--- src/rtl/instr_fetch_responder_pkg.sv ---
// Shared definitions for the instruction-fetch responder: FSM encoding,
// NOP word, default base address and the fetch-address legality check.
package instr_fetch_responder_pkg;

    typedef enum logic [1:0] {
        ST_IDLE = 2'd0,
        ST_WAIT = 2'd1,
        ST_RESP = 2'd2
    } fetch_state_e;

    localparam logic [31:0] NOP               = 32'h0000_0000;
    localparam logic [31:0] DEFAULT_BASE_ADDR = 32'd100;
    localparam int          CNT_W             = 4;

    // Unaligned, below the base, or past the last stored word.
    function automatic logic addr_err(input logic [31:0] addr,
                                      input logic [31:0] base,
                                      input int          depth);
        logic [31:0] off;
        off = addr - base;
        return (addr[1:0] != 2'b00) || (addr < base) || ((off >> 2) >= 32'(depth));
    endfunction

endpackage

--- src/rtl/instr_fetch_responder_imem_array.sv ---
// Instruction store: DEPTH x 32 words, synchronous write, asynchronous read.
// Contents are deliberately not reset; the loader fills them.
module imem_array #(
    parameter int DEPTH = 64,
    parameter int IDX_W = $clog2(DEPTH)
) (
    input  logic             clk,
    input  logic             we,
    input  logic [IDX_W-1:0] wr_idx,
    input  logic [31:0]      wr_data,
    input  logic [IDX_W-1:0] rd_idx,
    output logic [31:0]      rd_data
);

    logic [31:0] mem [DEPTH];

    always_ff @(posedge clk) begin
        if (we) begin
            mem[wr_idx] <= wr_data;
        end
    end

    assign rd_data = mem[rd_idx];

endmodule

--- src/rtl/instr_fetch_responder.sv ---
// Responder for PC fetch requests: latches the byte address, waits LATENCY
// cycles, then presents the instruction (or an error NOP) on the rsp channel.
module instr_fetch_responder
    import instr_fetch_responder_pkg::*;
#(
    parameter logic [31:0] BASE_ADDR = DEFAULT_BASE_ADDR,
    parameter int          DEPTH     = 64,
    parameter int          LATENCY   = 2,
    parameter int          IDX_W     = $clog2(DEPTH)
) (
    input  logic             clk,
    input  logic             rst,
    input  logic             req_valid,
    output logic             req_ready,
    input  logic [31:0]      req_addr,
    output logic             rsp_valid,
    input  logic             rsp_ready,
    output logic [31:0]      rsp_instr,
    output logic [31:0]      rsp_addr,
    output logic             rsp_err,
    input  logic             flush,
    input  logic             prog_we,
    input  logic [IDX_W-1:0] prog_idx,
    input  logic [31:0]      prog_data,
    output fetch_state_e     dbg_state
);

    fetch_state_e     state_q;
    logic [CNT_W-1:0] cnt_q;
    logic [31:0]      addr_q;
    logic             accept;
    logic             load_rsp;
    logic [31:0]      chk_addr;
    logic [31:0]      offset;
    logic             chk_err;
    logic [IDX_W-1:0] rd_idx;
    logic [31:0]      rd_data;

    // Handshake: a beat transfers on a rising edge where valid && ready are
    // both high; a response, once valid, holds all rsp_* fields until taken.
    assign req_ready = !flush && ((state_q == ST_IDLE) ||
                                  ((state_q == ST_RESP) && rsp_ready));
    assign accept    = req_valid && req_ready;

    // With LATENCY=1 the incoming request is checked and read directly.
    assign load_rsp  = ((state_q == ST_WAIT) && (cnt_q == CNT_W'(1))) ||
                       ((LATENCY == 1) && accept);
    assign chk_addr  = (state_q == ST_WAIT) ? addr_q : req_addr;
    assign offset    = chk_addr - BASE_ADDR;
    assign chk_err   = addr_err(chk_addr, BASE_ADDR, DEPTH);
    assign rd_idx    = IDX_W'(offset >> 2);
    assign dbg_state = state_q;

    imem_array #(
        .DEPTH (DEPTH),
        .IDX_W (IDX_W)
    ) u_imem (
        .clk     (clk),
        .we      (prog_we),
        .wr_idx  (prog_idx),
        .wr_data (prog_data),
        .rd_idx  (rd_idx),
        .rd_data (rd_data)
    );

    always_ff @(posedge clk or posedge rst) begin
        if (rst) begin
            state_q   <= ST_IDLE;
            cnt_q     <= '0;
            addr_q    <= '0;
            rsp_valid <= 1'b0;
            rsp_instr <= NOP;
            rsp_addr  <= '0;
            rsp_err   <= 1'b0;
        end else if (flush) begin
            state_q   <= ST_IDLE;
            cnt_q     <= '0;
            rsp_valid <= 1'b0;
        end else begin
            // Read happens on the edge entering RESP, so a same-edge store
            // write is seen by the next fetch, not this one.
            if (load_rsp) begin
                rsp_valid <= 1'b1;
                rsp_instr <= chk_err ? NOP : rd_data;
                rsp_addr  <= chk_addr;
                rsp_err   <= chk_err;
            end else if (rsp_valid && rsp_ready) begin
                rsp_valid <= 1'b0;
            end

            if (accept) begin
                addr_q <= req_addr;
                if (LATENCY == 1) begin
                    state_q <= ST_RESP;
                    cnt_q   <= '0;
                end else begin
                    state_q <= ST_WAIT;
                    cnt_q   <= CNT_W'(LATENCY - 1);
                end
            end else begin
                case (state_q)
                    ST_WAIT: begin
                        if (cnt_q == CNT_W'(1)) begin
                            state_q <= ST_RESP;
                            cnt_q   <= '0;
                        end else begin
                            cnt_q <= cnt_q - CNT_W'(1);
                        end
                    end
                    ST_RESP: begin
                        if (rsp_ready) begin
                            state_q <= ST_IDLE;
                        end
                    end
                    default: begin
                    end
                endcase
            end
        end
    end

endmodule

--- config.mk ---
export PLATFORM = sky130hd
export DESIGN_NAME = instr_fetch_responder
export DESIGN_NICKNAME = d
export VERILOG_FILES = /design/src/rtl/instr_fetch_responder_pkg.sv /design/src/rtl/instr_fetch_responder_imem_array.sv /design/src/rtl/instr_fetch_responder.sv
export SDC_FILE = /design/constraint.sdc
export NUM_CORES = 2
export LEC_CHECK = 0
export ABC_AREA = 0
export CORE_MARGIN = 4
export CORE_UTILIZATION = 69
export CTS_BUF_LIST = sky130_fd_sc_hd__clkbuf_2 sky130_fd_sc_hd__clkbuf_4 sky130_fd_sc_hd__clkbuf_8
export CTS_CLUSTER_DIAMETER = 200
export DETAILED_ROUTE_END_ITERATION = 16
export GPL_TIMING_DRIVEN = 1
export PLACE_DENSITY_LB_ADDON = 0.15
export SLEW_MARGIN = 5
export SYNTH_ARGS = -nofsm -noshare
export SYNTH_HDL_FRONTEND = slang
export SYNTH_SLANG_ARGS = --single-unit
export TNS_END_PERCENT = 5
--- constraint.sdc ---
create_clock -name clk -period 8.97 [get_ports clk]
set_input_delay 1.3455 -clock clk [delete_from_list [all_inputs] [get_ports clk]]
set_output_delay 1.3455 -clock clk [all_outputs]
set_load 0.05 [all_outputs]
== Yosys cells after proc, flatten, opt, wreduce, memory -nomap -nowiden ==
Memory sizes are Yosys's and may differ from the RTL's.
Index checks and enable logic that the tools add are counted.
Storage, ports and cells
  flip-flop bits (word level): 104
  latch bits: 0
  bits in writable memories: 2048
  bits in read-only memories: 0
  bits of input ports: 76
  memories: 1
Cells by class
  add/sub/neg operators: 2
  multiply operators: 0
  div/mod/pow operators: 0
  order comparisons: 2
  equal/unequal tests: 5
  shift-type cells: 0
  multiplexer cells: 16
  bitwise gates (word level): 1
  reductions and logical operators: 17
Memory list
  u_imem.mem: words 64, bits a word 32, read ports 1, clocked after Yosys merged registers in 0, wr ports 1, RTL line instr_fetch_responder_imem_array.sv:15  | logic [31:0] mem [DEPTH];
Operators by type and width (count)
  two-way mux 32 bit: 2
  < comparator 32 x 7 -> 1 bit (second input constant): 1
  subtractor 32 x 7 -> 32 bit (second input constant): 1
  greater-or-equal comparator 30 x 7 -> 1 bit (second input constant): 1
  two-way mux 4 bit: 4
  two-way mux 2 bit: 4
  nonzero test 3 bit: 2
  logical AND 1 bit: 5
  two-way mux 1 bit: 5
  == test 4 x 1 -> 1 bit (second input constant): 1
  != test 4 x 3 -> 1 bit (second input constant): 1
  != test 4 bit (second input constant): 1
  case mux 2 bit (2 select lines): 1
  AND reduction 2 bit: 2
  nonzero test 4 bit: 1
  subtractor 4 x 1 -> 4 bit (second input constant): 1
  logical OR 1 bit: 3
  AND reduction 3 bit: 1
  == test 2 x 1 -> 1 bit (second input constant): 1
  == test 2 bit (second input constant): 1
  zero test 2 bit: 1
  nonzero test 2 bit: 1
  zero test 1 bit: 1
  inverter 1 bit: 1

== Logic depth before layout (Yosys ltp) ==
  depth in word-level cells: 7
  gate-level depth with buffers: 19

== Cells and area by module ==
Synthesis repeated with hierarchy kept, for this count alone.
Unflattened totals
  cell total of the unflattened synthesis: 3780
  area total of the unflattened synthesis: 83380.0 µm²
Modules (own cells, without submodules)
  imem_array: times used 1, cells each 3292, area an instance 77874.7 µm²
  instr_fetch_responder: times used 1, cells each 488, area an instance 5505.3 µm²

== Worst setup path after synthesis ==
Ideal clock, no wire load.
  path type: input port to flip-flop
  from: input prog_idx[3]
  to: memory u_imem.mem[48][0] (enable)
  setup time: 0.461 ns
  arrival: 4.070 ns
  slack: 4.439 ns
  stages: 4
  path buffers: 1
  cell sequence: clkbuf_1 nor2b_1 nand4b_1 nor3_1
RTL lines
  from (decl): RTL line instr_fetch_responder.sv:23  | input logic [IDX_W-1:0] prog_idx,
  to (decl): RTL line instr_fetch_responder_imem_array.sv:15
Straight into the memory's write port.

== Worst setup path after layout ==
  from: register state_q[1], in the netlist dbg_state[1]
  to: register rsp_instr[13]
Between the ends
  cells in the longest elaborated chain, start to end: 6
  elaborated cells on any way between the ends: 12
RTL lines
  from (decl): RTL line instr_fetch_responder.sv:28  | fetch_state_e state_q;
  from (signal assigned): RTL line instr_fetch_responder.sv:68  | state_q <= ST_IDLE;
  from (signal assigned): RTL line instr_fetch_responder.sv:76  | state_q <= ST_IDLE;
  from (signal assigned): RTL line instr_fetch_responder.sv:94  | state_q <= ST_RESP;
  == test 2 x 1 -> 1 bit (*): RTL line instr_fetch_responder.sv:46, instr_fetch_responder.sv:48
  two-way mux 32 bit: RTL line instr_fetch_responder.sv:48  | assign chk_addr = (state_q == ST_WAIT) ? addr_q : req_addr;
  subtractor 32 x 7 -> 32 bit, or another cell as far along: RTL line instr_fetch_responder_pkg.sv:20  | off = addr - base;
  greater-or-equal comparator 30 x 7 -> 1 bit or logical OR 1 bit (tied branches): RTL line instr_fetch_responder_pkg.sv:21  | return (addr[1:0] != 2'b00) || (addr < base) || ((off >> 2) >= 32'(depth));
  logical OR 1 bit: RTL line instr_fetch_responder_pkg.sv:21
  two-way mux 32 bit: RTL line instr_fetch_responder.sv:84  | rsp_instr <= chk_err ? NOP : rd_data;
  to (signal assigned): RTL line instr_fetch_responder.sv:84
  to (decl): RTL line instr_fetch_responder.sv:18  | output logic [31:0] rsp_instr,
Mark *: on every way between the ends. The rest lies on a longest branch, timed or not.
A chain may end at the register's enable or synchronous reset.

==> qor.yml <==
run_status:
  status: "finished, final reports clean"
global_routing:
  grt_pass1_wl_mm: 304
  grt_max_degree: 172
  use_met3_pct: 9.60
  grt_usage_pct: 34.1
  use_met2_pct: 51.0
  overflow: 0
  grt_busiest_layer: "met2"
  grt_use_met1_pct: 49.0
  grt_pass1_vias: 43800
  antenna_found_initial: 11
timing:
  period_share_pct: 62.4
  fin_worst_skew_ps: 61.5
  worst_slew_pin_slew_ps: 1340
  hold_viol: 0
  worst_slack_ps: 3370
  rsz0062_at_grt: "false"
  setup-violations-final: 0
  timing.fmax_mhz: 179
  fin_setup_tns_ps: 0
  finalCriticalPeriod_ps: 5600
  slew_violations: 0
  slew_headroom_pct: 10.7
setup_path:
  cp-end-kind: "flip-flop"
  timing.rr.end: "rsp_instr[13]"
  path_max_fanout: 61
  cp-startpoint: "dbg_state[1]"
  reg2reg_depth: 12
  cp_data_arrival_time_ps: 6520
  critPathRequiredTime_ps: 9900
  start_kind: "flip-flop"
  crit_type: "flip-flop to flip-flop"
  timing.rr.start: "dbg_state[1]"
  reg2reg_slack_ps: 3370
clock_network:
  path_clk_slew_ps: 60
  postCtsResizedCells: 0
  cts_max_level: 5
  cts_tree: "done"
  cts-root-buf: "clkbuf_8"
  insertion_delay_ps: 1040
  cts_buffers: 340
  cts_setup_buffers: 0
  cts_num_sinks: 2152
  cts_hold_buffers: 0
  clk_path_buf_depth: 4
placed_design:
  place_congestion: 0.866
  port_buffers: 144
  place_ws_ps: 2850
  dp_hpwl_mm: 112
floorplanning:
  dieHeight_um: 356
  initial_utilization_pct: 69.6
  die_w_um: 356
  ios: 145
  core_mm2: 0.120
  dieArea_mm2: 0.127
  rows: 127
finish:
  fillCellCount: 5836
  nets: 4273
  layout-drive-gt1-share_pct: 32.5
  multiInputGateArea_mm2: 0.0189
  seqCellArea_mm2: 0.0641
  area_growth_pct: 12.3
power_and_ir_drop:
  p_per_area_mw_per_mm2: 294
  leakagePower_nw: 30.2
  worst_ir_drop_vdd_uv: 396
worst_hold_path:
  hold_end: "rsp_addr[2]"
  whs_path_depth: 2
  hold_path_startpoint: "rsp_addr[2]"
  hold_class: "flip-flop to flip-flop"
job:
  cap_violations: 0
yosys:
  syn_nets: 3894
  synth_area_leaders: "edfxtp_1 74%, mux4_2 14%, dfrtp_1 3.1%"
  synth-seq-cells: 2152
  synthFlopType: "edfxtp_1"
  ys_seq_area_share_pct: 76.8
  synth_edf_count: 2048
  synth_warnings: 0
  postSynthCellCount: 3812
  synth_largest_area_cell: "edfxtp_1"
  synth.avg_cell_area_um2: 21.9
  synth_common_cells: "2048 x edfxtp_1, 512 x mux4_2, 173 x mux2_2"
  synth_top_cell_area_share_pct: 73.7
  yosys.cell_types.count: 69
  synth_area_mm2: 0.0835
  synth_most_common_cell: "edfxtp_1"
  async_reset_ff_share_pct: 4.83
detailed_routing:
  vias: 42900
  drtIter0Drc: 6407
  firstDrtPassIters: 6
  postRouteWirelength_mm: 211
  vias_per_cell: 7.07
  drc: 0
  routedWlPerCell_um: 34.7
  postRouteAntennaNets: 0
==> state kept, by name, indices dropped and copies added (netlist names) <==
register,flops
rsp_instr,32
addr_q,32
rsp_addr,32
u_imem.mem,2048
cnt_q,4
dbg_state,2
rsp_err,1
rsp_valid,1
==> placed cells by master, fill, tap and decap left out, types with 13 or more instances in the layout <==
cell type,instances
edfxtp_1,2048
mux4_2,512
clkbuf_8,360
mux2_2,173
nand2_1,160
clkbuf_4,129
clkdlybuf4s50_1,112
mux2i_1,105
dfrtp_1,104
buf_4,94
nand3_1,77
clkinv_1,67
nor2_4,62
o22ai_1,59
o31ai_1,30
a22o_1,30
buf_2,30
a32oi_1,27
clkinv_2,24
nor2_1,19
inv_1,15
diode_2,14
nor3_1,13
a21oi_1,13
==> worst max path at each step <==
stage | to | slack (ps) | cells past startpoint
floorplan | u_imem.mem[48][0] | 4440 | 4
global placement | rsp_instr[6] | 2920 | 9
detailed placement | rsp_instr[6] | 2850 | 9
CTS | rsp_instr[6] | 3340 | 11
global route | rsp_instr[19] | 3120 | 11
finish | rsp_instr[13] | 3370 | 12
==> report_power, final <==
part / leakage, nW / internal [mW] / switching [mW]
Sequential: 19.8 / 11.2 / 0.179
Clock: 3.45 / 4.34 / 3.60
Combinational: 7.04 / 3.41 / 4.81
==> logic make-up (layout without fill, tap and decap cells) <==
logic type / count (synthesis) / count (layout) / share of synthesized area, %
DFF: 2152 / 2152 / 76.8
xor gates and xnor gates: 7 / 7 / 0.0734
AOI/OAI and AO/OA: 217 / 217 / 1.93
buffers and inverters: 225 / 852 / 1.32
other: 0 / 14 / 0
and+or+nand+nor: 411 / 411 / 2.33
muxes: 794 / 794 / 17.5
adders and majority gates: 6 / 6 / 0.0899
==> per-stage QoR <==
stage / instance area, um^2 / std cells / hold slack (ps) / power, mW / utilization [%]
after floorplan: 83500 / 3812 / 499 / 17.1 / -
after global placement: 87200 / 5461 / 471 / 19.6 / 72.7
after detailed placement: 87200 / 5461 / 493 / 19.8 / 72.7
after CTS: 93700 / 6051 / 506 / 27.6 / 78.1
after global routing: 93700 / 6053 / 524 / 28.6 / 78.1
final: 93700 / 6065 / 504 / 27.6 / 78.1
==> cell type report <==
class,count,share of cell area [%]
Sequential cell,2152,68.4
Multi-Input combinational cell,1435,20.1
Clock buffer,489,6.32
Timing Repair Buffer,246,2.32
Tap cell,1612,2.15
Clock inverter,101,0.577
Inverter,16,0.0667
Antenna cell,14,0.0374
==> per-layer routing <==
layer | part of all wire [%] | wire (um) | up-vias
met5 | 0.018 | 38 | -
met4 | 4.4 | 9230 | 6
met3 | 13 | 28400 | 486
met2 | 47 | 98500 | 3192
met1 | 35 | 74500 | 22300
li1 | - | - | 16800
==> worst max-delay path: stages, from the launching register on <==
cell and delay [ps]:
dfrtp_1 410, inv_1 100, ha_2 170, buf_4 560
mux2i_1 270, ha_4 810, buf_4 860, mux4_2 370
mux2i_1 160, o22ai_1 370, nor3_1 80, a2111oi_0 990
a22o_1 260
No activity file was read; power rests on OpenSTA's default activity.
